## src/rtl/joy_db15_target.sv

```systemverilog
// joy_db15_target
// Device-side model of a DB15 serial joystick adapter, which behaves like a
// 74HC165-style parallel-in/serial-out chain. The host drives two strobes:
// JOY_LOAD (active-low) and JOY_CLK (shift on rising edge). The device answers
// with a 32-bit active-low bitstream built from two 16-bit joystick words.
//
// Ports:
//   clk          system clock (40-50 MHz)
//   reset        synchronous, active-high
//   joy_load     host load strobe, active-low, asynchronous pin
//   joy_clk      host shift clock, rising edge shifts, asynchronous pin
//   joystick1    player-1 controls, active-high (3:0 = U D L R, 15:4 = buttons)
//   joystick2    player-2 controls, same layout
//   joy_data     serial data, active-low, idles high
//   frame_done   one-cycle pulse when the 32nd shift completes
//   short_frame  one-cycle pulse when a load aborts a partially shifted frame
//   bit_cnt      shifts taken since the last load release, saturating at 32
module joy_db15_target #(
    parameter int SYNC_STAGES = 2,
    parameter int FILTER_LEN  = 2
) (
    input  logic        clk,
    input  logic        reset,
    input  logic        joy_load,
    input  logic        joy_clk,
    input  logic [15:0] joystick1,
    input  logic [15:0] joystick2,
    output logic        joy_data,
    output logic        frame_done,
    output logic        short_frame,
    output logic [5:0]  bit_cnt
);

    // The filter counter only has to count up to FILTER_LEN-1 differing
    // samples; the FILTER_LEN-th one is the accepting sample itself.
    localparam int CW = (FILTER_LEN > 1) ? $clog2(FILTER_LEN) : 1;
    localparam logic [CW-1:0] CMAX = CW'(FILTER_LEN - 1);

    typedef enum logic [1:0] {IDLE, LOAD, SHIFT, DONE} state_t;

    state_t state, next_state;

    logic [SYNC_STAGES-1:0] load_sync, clk_sync;
    logic                   load_filt, clk_filt;
    logic [CW-1:0]          load_cnt, clk_cnt;
    logic                   load_raw, clk_raw;
    logic                   load_accept, clk_accept;
    logic                   load_fall, load_rise, clk_rise;

    logic [31:0] sr;
    logic        sr_load, sr_shift, sr_clear, done_set, short_set;

    // Synchronizer chains, reset to the inactive strobe levels.
    always_ff @(posedge clk) begin
        if (reset) begin
            load_sync <= '1;
            clk_sync  <= '0;
        end else begin
            load_sync <= {load_sync[SYNC_STAGES-2:0], joy_load};
            clk_sync  <= {clk_sync[SYNC_STAGES-2:0], joy_clk};
        end
    end

    assign load_raw = load_sync[SYNC_STAGES-1];
    assign clk_raw  = clk_sync[SYNC_STAGES-1];

    // An accept marks the cycle in which the filtered level flips; the edge
    // strobes are taken from it directly so the FSM reacts in the same cycle
    // the filtered level changes.
    assign load_accept = (load_raw != load_filt) && (load_cnt == CMAX);
    assign clk_accept  = (clk_raw != clk_filt) && (clk_cnt == CMAX);
    assign load_fall   = load_accept & ~load_raw;
    assign load_rise   = load_accept & load_raw;
    assign clk_rise    = clk_accept & clk_raw;

    // Glitch filters: any synchronized sample equal to the current filtered
    // level restarts the run, so short pulses never reach the FSM.
    always_ff @(posedge clk) begin
        if (reset) begin
            load_filt <= 1'b1;
            load_cnt  <= '0;
            clk_filt  <= 1'b0;
            clk_cnt   <= '0;
        end else begin
            if (load_raw == load_filt) begin
                load_cnt <= '0;
            end else if (load_accept) begin
                load_filt <= load_raw;
                load_cnt  <= '0;
            end else begin
                load_cnt <= load_cnt + CW'(1);
            end

            if (clk_raw == clk_filt) begin
                clk_cnt <= '0;
            end else if (clk_accept) begin
                clk_filt <= clk_raw;
                clk_cnt  <= '0;
            end else begin
                clk_cnt <= clk_cnt + CW'(1);
            end
        end
    end

    always_ff @(posedge clk) begin
        if (reset) state <= IDLE;
        else       state <= next_state;
    end

    // Load dominates everything: a load fall in any state restarts the frame.
    always_comb begin
        next_state = state;
        case (state)
            IDLE:    if (load_fall) next_state = LOAD;
            LOAD:    if (load_rise) next_state = SHIFT;
            SHIFT: begin
                if (load_fall)                             next_state = LOAD;
                else if (clk_rise && (bit_cnt == 6'd31))   next_state = DONE;
            end
            DONE:    if (load_fall) next_state = LOAD;
            default: next_state = IDLE;
        endcase
    end

    // Entering LOAD loads the frame on the same edge, so joy_data follows the
    // load fall with the same latency as a shift follows a clk rise.
    always_comb begin
        sr_load   = 1'b0;
        sr_shift  = 1'b0;
        sr_clear  = 1'b0;
        done_set  = 1'b0;
        short_set = 1'b0;
        case (state)
            IDLE, DONE: begin
                sr_load  = load_fall;
                sr_clear = ~load_fall;
            end
            LOAD: sr_load = 1'b1;
            SHIFT: begin
                if (load_fall) begin
                    sr_load   = 1'b1;
                    short_set = (bit_cnt != 6'd0);
                end else if (clk_rise) begin
                    sr_shift = 1'b1;
                    done_set = (bit_cnt == 6'd31);
                end
            end
            default: sr_clear = 1'b1;
        endcase
    end

    // Shift register, counter and registered serial output.
    always_ff @(posedge clk) begin
        if (reset) begin
            sr          <= '0;
            bit_cnt     <= '0;
            joy_data    <= 1'b1;
            frame_done  <= 1'b0;
            short_frame <= 1'b0;
        end else begin
            frame_done  <= done_set;
            short_frame <= short_set;
            joy_data    <= ~sr[0];
            if (sr_load) begin
                sr      <= {joystick2, joystick1};
                bit_cnt <= '0;
            end else if (sr_shift) begin
                sr      <= {1'b0, sr[31:1]};
                bit_cnt <= (bit_cnt == 6'd32) ? bit_cnt : bit_cnt + 6'd1;
            end else if (sr_clear) begin
                sr <= '0;
            end
        end
    end

endmodule

```

## config.mk

```make
export PLATFORM = sky130hd
export DESIGN_NAME = joy_db15_target
export DESIGN_NICKNAME = d
export VERILOG_FILES = /design/src/rtl/joy_db15_target.sv
export SDC_FILE = /design/constraint.sdc
export NUM_CORES = 1
export LEC_CHECK = 0
export CAP_MARGIN = 10
export CORE_ASPECT_RATIO = 0.5
export CORE_MARGIN = 2
export CORE_UTILIZATION = 46
export DETAILED_ROUTE_END_ITERATION = 10
export PLACE_DENSITY = 0.82
export SLEW_MARGIN = 20
export SYNTH_ARGS = -nofsm -noshare
export SYNTH_HDL_FRONTEND = slang
export SYNTH_SLANG_ARGS = --single-unit
export TNS_END_PERCENT = 1
```

## constraint.sdc

```tcl
create_clock -name clk -period 1.7 [get_ports clk]
set_clock_uncertainty 0.05 [all_clocks]
set_input_delay 0.255 -clock clk [delete_from_list [all_inputs] [get_ports clk]]
set_output_delay 0.255 -clock clk [all_outputs]
set_load 0.02 [all_outputs]
```

==> metrics.cfg, run 1 <==
[global_routing]
grt_pass1_wl_um = 8070
grt_usage_pct = 17.6
grt_pass1_vias = 1748
antenna_found_initial = 0
grt_max_degree = 64
grt_overflow = 0

[logic_synthesis]
synthesis.nets = 309
synth_cell_type_count = 35
synth-main-ff-cell = dfxtp_1
yosys_warnings = 0
synth_edf_count = 0
synthArstFlopShare_pct = 0
synth_area_per_cell_um2 = 8.73
netlist_area_mm2 = 0.00234
ys_seq_area_share_pct = 43.7
ys_ff_latch = 51
synth_cells = 268

[sta]
setup_viol = 3
layout_setup_ws_ns = -0.0380
tightest_slew_ns = 0.385
maxSlewHeadroom_pct = 74.3
max_freq_mhz = 575
rsz0062_at_grt = true
timing.final.crit_share_pct = 102
slew_viol_final = 0
finalHoldViolCount = 0
period_minus_slack_ns = 1.74

[pwr]
total_power_uw = 4030
swShare_pct = 35.6
comb_power_share_pct = 39.9
clkPwrFrac_pct = 21.6
p_leak_uw = 0.00110
p_seq_share_pct = 38.5
p_int_uw = 2590
power.switching_uw = 1440
powerDensity_mw_per_mm2 = 1240
peakVddDrop_v = 0.000940

[critical_path]
critPathMaxFanout = 23
cp-start-kind = flop
r2r_cells = 5
cpPeakStageDelay_ns = 0.38
path_cells = ha_2, and4b_4, clkbuf_16, a21oi_1, a211oi_1
crit_type = reg -> reg
cp.arrival_ns = 1.89
cpMaxStageDelayCell = dfxtp_1
cp.required_ns = 1.86
end_kind = flop

[placement]
port_buffers = 44
pre_cts_ws_ns = -0.0212
dp_cells = 368
dpl.hpwl_um = 3270
placedInstanceArea_mm2 = 0.00288
gp_congestion = 0.918

[clock_tree]
clk_pin_slew_ns = 0.09
clock_latency_ns = 0.30
htree_levels = 2
cts_max_path_buffers = 2
cts_sinks = 51
numCtsBuffers = 5
cts_tree = built
cts_root_buffer = clkbuf_8

[die]
die_h_um = 54.4
core-area_mm2 = 0.00491
die_w_um = 105
rows = 18
num_io_pins = 45
start_util_pct = 47.6
dieArea_mm2 = 0.00570

[cells_and_area]
postLayoutCellArea_mm2 = 0.00326
fin_cells = 379
final_common_cell = dfxtp_1
layout-drive-gt1-share_pct = 20.4
final_cell_mix = 50 x dfxtp_1, 41 x clkdlybuf4s50_1, 37 x nor2_1
antennaDiodeCount = 0
area_delta_synth_final_pct = 39.3
nNetsFinal = 349
final_util_pct = 66.4

[route]
viasPerCell = 5.52
drt_iter0_markers = 98
vias = 2092
wl_per_cell_um = 15.2
ant_nets = 0
drt_pass1_iterations = 4
routed_wl_um = 5780
drc = 0

[hold_path]
worst_hold_path.num_cells = 1
hold_class = reg -> reg

[flow_run]
maxCapViolations = 0

[run_status]
failed_checks = setup timing
status = complete, but fails checks

## synth_stat cells (2+ instances only)
library cell / count / share of area (%)
clkbuf_1: 15 / 2.4
a211oi_1: 32 / 10
a21oi_1: 35 / 7.5
inv_1: 5 / 0.80
nor3_1: 5 / 1.1
o21ai_0: 2 / 0.43
buf_1: 2 / 0.32
nand3_1: 2 / 0.43
nand2_1: 4 / 0.64
xnor2_1: 5 / 1.9
buf_2: 6 / 1.3
mux2i_1: 2 / 0.86
nand4b_1: 4 / 1.5
nor3b_1: 31 / 10
nand3b_1: 3 / 0.96
or2_2: 2 / 0.53
ha_1: 5 / 2.7
nor2b_1: 4 / 1.1
nor2_1: 37 / 5.9
dfxtp_1: 51 / 44
nand2b_1: 2 / 0.53
## layout make-up
| cell class | instances | area, um^2 |
|---|---|---|
| clock buffers | 6 | 82.6 |
| clock inverters | 2 | 35.0 |
| fillers | 374 | 1650 |
| multi-input cells | 188 | 1390 |
| flip-flops and latches | 51 | 1020 |
| inverters | 5 | 18.8 |
| well taps | 70 | 87.6 |
| repair buffers | 57 | 618 |
## state kept, by name, summed over array words and instances, names as in the netlist
register / cells
bit_cnt: 6
clk_cnt: 1
clk_filt: 1
clk_sync: 2
frame_done: 1
joy_data: 1
load_cnt: 1
load_filt: 1
load_sync: 2
short_frame: 1
sr: 32
state: 2
## per-layer routing
layer  up-vias  wire, um  global-route usage [%]  part of all wire (%)
met5         -         0                       0                     0
met3         8       255                    3.93                   4.4
met1      1000      2710                    22.8                    47
met4         0        59                    4.00                   1.0
met2        46      2760                    30.8                    48
li1       1038         -                       -                     -
## worst max-delay path, delay by kind of cell (launching register included)
family          cells  cell delay [ns]
flops               1             0.38
compound gates      2             0.37
fa+ha+maj           1             0.27
simple gates        1             0.36
buf+inv             1             0.22
## through the flow
| step | setup TNS, ns | hold slack (ns) |
|---|---|---|
| 6_report | -0.0807 | 0.352 |
| 5_1_grt | -1.06 | 0.368 |
| 4_1_cts | -0.122 | 0.361 |
| 3_5_place_dp | -0.0621 | 0.340 |
| 3_3_place_gp | 0 | 0.326 |
| 2_1_floorplan | -0.0230 | 0.309 |
## kinds of logic (layout without fill, tap and decap cells)
logic type	count (synthesis)	after routing	synth area share, %
compound gates	74	74	20.0
fa+ha+maj	5	5	2.68
xor+xnor	6	6	2.25
buf+inv	29	70	5.30
simple gates	101	101	25.3
mux	2	2	0.856
flops	51	51	43.7
## timing repair
item	4_1_cts	5_1_grt
pin swaps	5	4
cloned	0	2
setup endpoints to repair	21	39
buffers inserted	0	1
gates resized for setup	13	31
hold buffers	0	0
## final timing paths
| check | end | slack (ns) | startpoint |
|---|---|---|---|
| worst max-delay path | sr[12] | -0.04 | state[1] |
| worst min-delay path | joy_data | 0.35 | sr[0] |
| worst max register to register | sr[12] | -0.04 | state[1] |
| worst min register to register | joy_data | 0.35 | sr[0] |
## power groups by stage
stage | sequential (uW) | combinational, uW | clock [uW]
2_1_floorplan | 1540 | 971 | 0
3_3_place_gp | 1550 | 1330 | 0
3_5_place_dp | 1560 | 1370 | 0
4_1_cts | 1540 | 1440 | 886
5_1_grt | 1570 | 1750 | 928
6_report | 1550 | 1610 | 870
Note: power is estimated with default switching activity, not from simulation.
==> run 2: changes to the inputs <==
--- a/config.mk
+++ b/config.mk
@@ -6,11 +6,13 @@
 export NUM_CORES = 1
 export LEC_CHECK = 0
 export CAP_MARGIN = 10
+export CELL_PAD_IN_SITES_DETAIL_PLACEMENT = 1
+export CELL_PAD_IN_SITES_GLOBAL_PLACEMENT = 2
 export CORE_ASPECT_RATIO = 0.5
 export CORE_MARGIN = 2
-export CORE_UTILIZATION = 46
+export CORE_UTILIZATION = 28
 export DETAILED_ROUTE_END_ITERATION = 10
-export PLACE_DENSITY = 0.82
+export PLACE_DENSITY = 0.83
 export SLEW_MARGIN = 20
 export SYNTH_ARGS = -nofsm -noshare
 export SYNTH_HDL_FRONTEND = slang
==> constraint.sdc (replaced) <==
create_clock -name clk -period 1.7 [get_ports clk]
set_clock_uncertainty 0.05 [all_clocks]
set_input_delay 0.34 -clock clk [delete_from_list [all_inputs] [get_ports clk]]
set_output_delay 0.34 -clock clk [all_outputs]
set_load 0.02 [all_outputs]
==> metrics.cfg, run 2 (synthesis results as in run 1) <==
[run_status]
status = complete, but fails checks  ; unchanged
failed_checks = setup timing  ; unchanged

[pwr]
total_power_uw = 4240  ; was 4030 uW
p_leak_uw = 0.00113  ; was 0.00110 uW
powerDensity_mw_per_mm2 = 1260  ; was 1240 mW/mm^2
peakVddDrop_v = 0.000403  ; was 0.000940 V

[route]
drc = 0  ; unchanged
drt_iter0_markers = 98  ; unchanged
viasPerCell = 4.92  ; was 5.52
routed_wl_um = 6400  ; was 5780 um
drt_pass1_iterations = 4  ; unchanged
vias = 2095  ; was 2092
wl_per_cell_um = 15.0  ; was 15.2 um
ant_nets = 0  ; unchanged

[sta]
period_minus_slack_ns = 1.71  ; was 1.74 ns
rsz0062_at_grt = true  ; unchanged
setup_viol = 1  ; was 3
slew_viol_final = 0  ; unchanged
max_freq_mhz = 586  ; was 575 MHz
layout_setup_ws_ns = -0.00739  ; was -0.0380 ns
hold_slack_ns = 0.346  ; was 0.352 ns
tightest_slew_ns = 0.381  ; was 0.385 ns
timing.final.crit_share_pct = 100  ; was 102%
finalHoldViolCount = 0  ; unchanged
maxSlewHeadroom_pct = 74.5  ; was 74.3%

[clock_tree]
cts_tree = built  ; unchanged
clk_pin_slew_ns = 0.07  ; was 0.09 ns
clock_latency_ns = 0.29  ; was 0.30 ns
cts_max_path_buffers = 2  ; unchanged
cts_root_buffer = clkbuf_16  ; was clkbuf_8
hold_buffers = 0  ; unchanged
htree_levels = 2  ; unchanged
numCtsBuffers = 5  ; unchanged
cts_sinks = 51  ; unchanged

[placement]
dp_cells = 415  ; was 368
dpl.hpwl_um = 3990  ; was 3270 um
gp_congestion = 0.770  ; was 0.918
port_buffers = 44  ; unchanged
pre_cts_ws_ns = -0.0401  ; was -0.0212 ns

[cells_and_area]
antennaDiodeCount = 0  ; unchanged
area_delta_synth_final_pct = 44.0  ; was 39.3%
top_register = sr  ; unchanged
top_regs = sr: 32 flops, bit_cnt: 6 flops  ; unchanged
layout-drive-gt1-share_pct = 22.3  ; was 20.4%
final_cell_mix = 49 x dfxtp_1, 38 x clkdlybuf4s50_1, 37 x nor2_1  ; was 50 x dfxtp_1, 41 x clkdlybuf4s50_1, 37 x nor2_1
multi_input_area_mm2 = 0.00141  ; was 0.00139 mm^2
fin_cells = 426  ; was 379
seq_area_mm2 = 0.00102  ; about the same
fill_cells = 931  ; was 374
nNetsFinal = 354  ; was 349
largest_reg_flops = 32  ; unchanged
final_util_pct = 41.8  ; was 66.4%
final_common_cell = dfxtp_1  ; unchanged

[die]
die_h_um = 68.6  ; was 54.4 um
rows = 23  ; was 18
die_w_um = 133  ; was 105 um
start_util_pct = 29.0  ; was 47.6%
dieArea_mm2 = 0.00914  ; was 0.00570 mm^2
core-area_mm2 = 0.00806  ; was 0.00491 mm^2
num_io_pins = 45  ; unchanged

[flow_run]
maxCapViolations = 0  ; unchanged

[critical_path]
critical_path.top_delay_family = buffers and inverters  ; was flip-flops
end_kind = flop  ; unchanged
critPathMaxFanout = 22  ; was 23
cpPeakStageDelay_ns = 0.32  ; was 0.38 ns
crit_buf_inv = 3  ; was 1
cp-start-kind = flop  ; unchanged
crit_type = reg -> reg  ; unchanged
cpMaxStageDelayCell = dfxtp_2  ; was dfxtp_1
cp.required_ns = 1.82  ; was 1.86 ns
path_cells = inv_1, ha_1, and4b_2, buf_4, clkbuf_16, a21oi_1, a211oi_2  ; was ha_2, and4b_4, clkbuf_16, a21oi_1, a211oi_1
cp.arrival_ns = 1.83  ; was 1.89 ns

[global_routing]
grt_pass1_vias = 2118  ; was 1748
antenna_found_initial = 0  ; unchanged
grt_pass1_wl_um = 9930  ; was 8070 um
grt_max_degree = 46  ; was 64
grt_usage_pct = 13.5  ; was 17.6%
grt_overflow = 0  ; unchanged

[hold_path]
hold_class = reg -> reg  ; unchanged

[run 2: changes by cell type in the layout (fill, tap and decap cells not counted), moves of 2 or more]
| cell | previous run | this run |
|---|---|---|
| clkbuf_16 | 2 | 6 |
| a211oi_2 | 5 | 7 |
| dlygate4sd2_1 | 2 | 6 |
| a211oi_1 | 26 | 24 |
| clkdlybuf4s50_1 | 41 | 38 |
| buf_4 | 7 | 12 |
| clkbuf_8 | 6 | 0 |
[run 2: what timing repair did]
item	CTS	global route
setup endpoints to repair	11	38
resized for setup	9	39
gates cloned	0	1
pin swaps	2	13
setup buffers	0	2
[run 2: final timing paths]
kind	from	endpoint	slack [ns]	cells past startpoint
max	state[0]	sr[25]	-0.007	7
min	sr[0]	joy_data	0.35	1
max reg2reg	state[0]	sr[25]	-0.007	7
min reg2reg	sr[0]	joy_data	0.35	1
[run 2: final cells by class]
| class | instances | area share [%] |
|---|---|---|
| Clock buffer | 6 | 3.83 |
| Sequential cell | 51 | 30.4 |
| Tap cell | 112 | 4.16 |
| Multi-Input combinational cell | 188 | 41.7 |
| Timing Repair Buffer | 62 | 19.0 |
| Inverter | 5 | 0.557 |
| Clock inverter | 2 | 0.371 |
[run 2: metal layers]
| metal | wire length (um) | vias up | track usage (%) | share of wire (%) |
|---|---|---|---|---|
| met3 | 177 | 6 | 2.78 | 2.8 |
| met2 | 2990 | 24 | 23.7 | 47 |
| li1 | - | 1047 | - | - |
| met5 | 0 | - | 0 | 0 |
| met1 | 3170 | 1018 | 17.0 | 50 |
| met4 | 67 | 0 | 4.39 | 1.0 |
[run 2: where the power goes]
group | internal [uW] | switching [uW] | total, uW
Clock | 544 | 445 | 989
Sequential | 1430 | 117 | 1550
Combinational | 727 | 971 | 1700
Total | 2700 | 1530 | 4240
[run 2: through the flow]
step	cell area, um^2	TNS, ns
global placement	2980	0
CTS	3130	-0.000610
global route	3370	-1.27
detailed placement	2980	-0.0401
floorplan	2340	-0.0230
finish	3370	-0.00739
==> run 3: changes to the inputs <==
--- a/config.mk
+++ b/config.mk
@@ -10,9 +10,11 @@
 export CELL_PAD_IN_SITES_GLOBAL_PLACEMENT = 2
 export CORE_ASPECT_RATIO = 0.5
 export CORE_MARGIN = 2
-export CORE_UTILIZATION = 28
+export CORE_UTILIZATION = 29
+export CTS_BUF_LIST = sky130_fd_sc_hd__clkbuf_2 sky130_fd_sc_hd__clkbuf_4 sky130_fd_sc_hd__clkbuf_8
+export CTS_CLUSTER_SIZE = 12
 export DETAILED_ROUTE_END_ITERATION = 10
-export PLACE_DENSITY = 0.83
+export PLACE_DENSITY = 0.85
 export SLEW_MARGIN = 20
 export SYNTH_ARGS = -nofsm -noshare
 export SYNTH_HDL_FRONTEND = slang
==> metrics.cfg, run 3 (synthesis results as in run 1) <==
[global_routing]
grt_max_degree = 46  ; unchanged
grt_usage_pct = 14.1  ; was 13.5%
grt_pass1_vias = 2058  ; was 2118
grt_overflow = 0  ; unchanged
grt_pass1_wl_um = 9680  ; was 9930 um
antenna_found_initial = 0  ; unchanged

[sta]
setup-tns-final_ns = 0  ; was -0.00739 ns
rsz0062_at_grt = true  ; unchanged
timing.final.crit_share_pct = 97.8  ; was 100%
tightest_slew_ns = 0.358  ; was 0.381 ns
maxSlewHeadroom_pct = 76.0  ; was 74.5%
layout_setup_ws_ns = 0.0371  ; was -0.00739 ns
max_freq_mhz = 601  ; was 586 MHz
period_minus_slack_ns = 1.66  ; was 1.71 ns
finalHoldViolCount = 0  ; unchanged
setup_viol = 0  ; was 1
slew_viol_final = 0  ; unchanged

[cells_and_area]
final_common_cell = dfxtp_1  ; unchanged
multi_input_area_mm2 = 0.00136  ; was 0.00141 mm^2
top_register = sr  ; unchanged
area_delta_synth_final_pct = 39.3  ; was 44.0%
largest_reg_flops = 32  ; unchanged
postLayoutCellArea_mm2 = 0.00326  ; was 0.00337 mm^2
top_regs = sr: 32 flops, bit_cnt: 6 flops  ; unchanged
fill_cells = 900  ; was 931
final_cell_mix = 48 x dfxtp_1, 38 x clkdlybuf4s50_1, 37 x nor2_1  ; was 49 x dfxtp_1, 38 x clkdlybuf4s50_1, 37 x nor2_1
fin_cells = 420  ; was 426
seq_area_mm2 = 0.00102  ; about the same
layout-drive-gt1-share_pct = 18.8  ; was 22.3%
nNetsFinal = 348  ; was 354
antennaDiodeCount = 0  ; unchanged

[pwr]
peakVddDrop_v = 0.000621  ; was 0.000403 V
powerDensity_mw_per_mm2 = 1260  ; about the same
p_leak_uw = 0.00109  ; was 0.00113 uW

[die]
rows = 23  ; unchanged
die_h_um = 67.5  ; was 68.6 um
num_io_pins = 45  ; unchanged
core-area_mm2 = 0.00791  ; was 0.00806 mm^2
die_w_um = 131  ; was 133 um
start_util_pct = 29.5  ; was 29.0%
dieArea_mm2 = 0.00884  ; was 0.00914 mm^2

[placement]
pre_cts_ws_ns = -0.0259  ; was -0.0401 ns
port_buffers = 44  ; unchanged
placedInstanceArea_mm2 = 0.00297  ; was 0.00298 mm^2
gp_congestion = 0.741  ; was 0.770
dpl.hpwl_um = 4050  ; was 3990 um
dp_cells = 411  ; was 415

[route]
drt_pass1_iterations = 4  ; unchanged
wl_per_cell_um = 14.4  ; was 15.0 um
ant_nets = 0  ; unchanged
viasPerCell = 4.89  ; was 4.92
drc = 0  ; unchanged
drt_iter0_markers = 134  ; was 98
routed_wl_um = 6060  ; was 6400 um
vias = 2055  ; was 2095

[clock_tree]
cts_root_buffer = clkbuf_8  ; was clkbuf_16
cts_sinks = 51  ; unchanged
cts_max_path_buffers = 2  ; unchanged
numCtsBuffers = 5  ; unchanged
clk_pin_slew_ns = 0.09  ; was 0.07 ns
htree_levels = 2  ; unchanged
hold_buffers = 0  ; unchanged
cts_tree = built  ; unchanged
clock_latency_ns = 0.31  ; was 0.29 ns

[critical_path]
cpPeakStageDelay_ns = 0.60  ; was 0.32 ns
cp-start-kind = flop  ; unchanged
path_cells = inv_2, ha_4, nand4b_1, or4_4, xor2_1, nor2_1  ; was inv_1, ha_1, and4b_2, buf_4, clkbuf_16, a21oi_1, a211oi_2
critPathMaxFanout = 4  ; was 22
end_kind = flop  ; unchanged
crit_type = reg -> reg  ; unchanged
cp.required_ns = 1.86  ; was 1.82 ns
cpMaxStageDelayCell = or4_4  ; was dfxtp_2
cp.arrival_ns = 1.82  ; was 1.83 ns

[hold_path]
hold_class = reg -> reg  ; unchanged

[flow_run]
maxCapViolations = 0  ; unchanged

[run_status]
status = finished clean  ; was complete, but fails checks

-- run 3: path summary, 6_finish.rpt --
| path | start | to | slack (ns) | cells after the start |
|---|---|---|---|---|
| setup reg to reg | state[0] | bit_cnt[4] | 0.04 | 6 |
| hold / removal | sr[0] | joy_data | 0.35 | 1 |
| hold reg to reg | sr[0] | joy_data | 0.35 | 1 |
| setup / recovery | state[0] | bit_cnt[4] | 0.04 | 6 |
-- run 3: layer usage --
| metal | GRT usage (%) | vias up | share of wire (%) |
|---|---|---|---|
| li1 | - | 1034 | - |
| met1 | 17.2 | 976 | 45 |
| met2 | 24.8 | 33 | 49 |
| met3 | 2.93 | 12 | 3.8 |
| met4 | 5.19 | 0 | 2.0 |
| met5 | 0 | - | 0 |
-- run 3: cell type report --
class	count	area share, %
multi-input combinational	188	41.8
sequential	51	31.5
timing repair buffer	56	18.2
tap	112	4.30
clock buffer	6	2.54
clock inverter	2	1.08
inverter	5	0.576
-- run 3: what timing repair did --
action,in CTS,in global routing
resized for setup,19,23
endpoints found under the setup margin,24,40
pin swaps,4,4
setup buffers,0,1
-- run 3: critical path: cells and delay by family (launching register included) --
family,cells,cell delay [ns]
XOR/XNOR,1,0.14
adder cells (fa/ha/maj),1,0.14
buffers and inverters,1,0.06
flip-flops,1,0.33
AND/OR/NAND/NOR,3,0.84
-- run 3: power by group --
group	internal, uW	total (uW)	switching, uW
registers	1430	1560	124
clock network	477	889	412
logic	748	1670	922
-- run 3: metrics by stage --
step	utilization, %	total power, uW	hold slack, ns
after floorplan	-	2510	0.316
after global placement	37.5	2940	0.325
after detailed placement	37.5	3010	0.330
after CTS	39.7	3970	0.351
after global routing	41.2	4400	0.368
final	41.2	4120	0.347
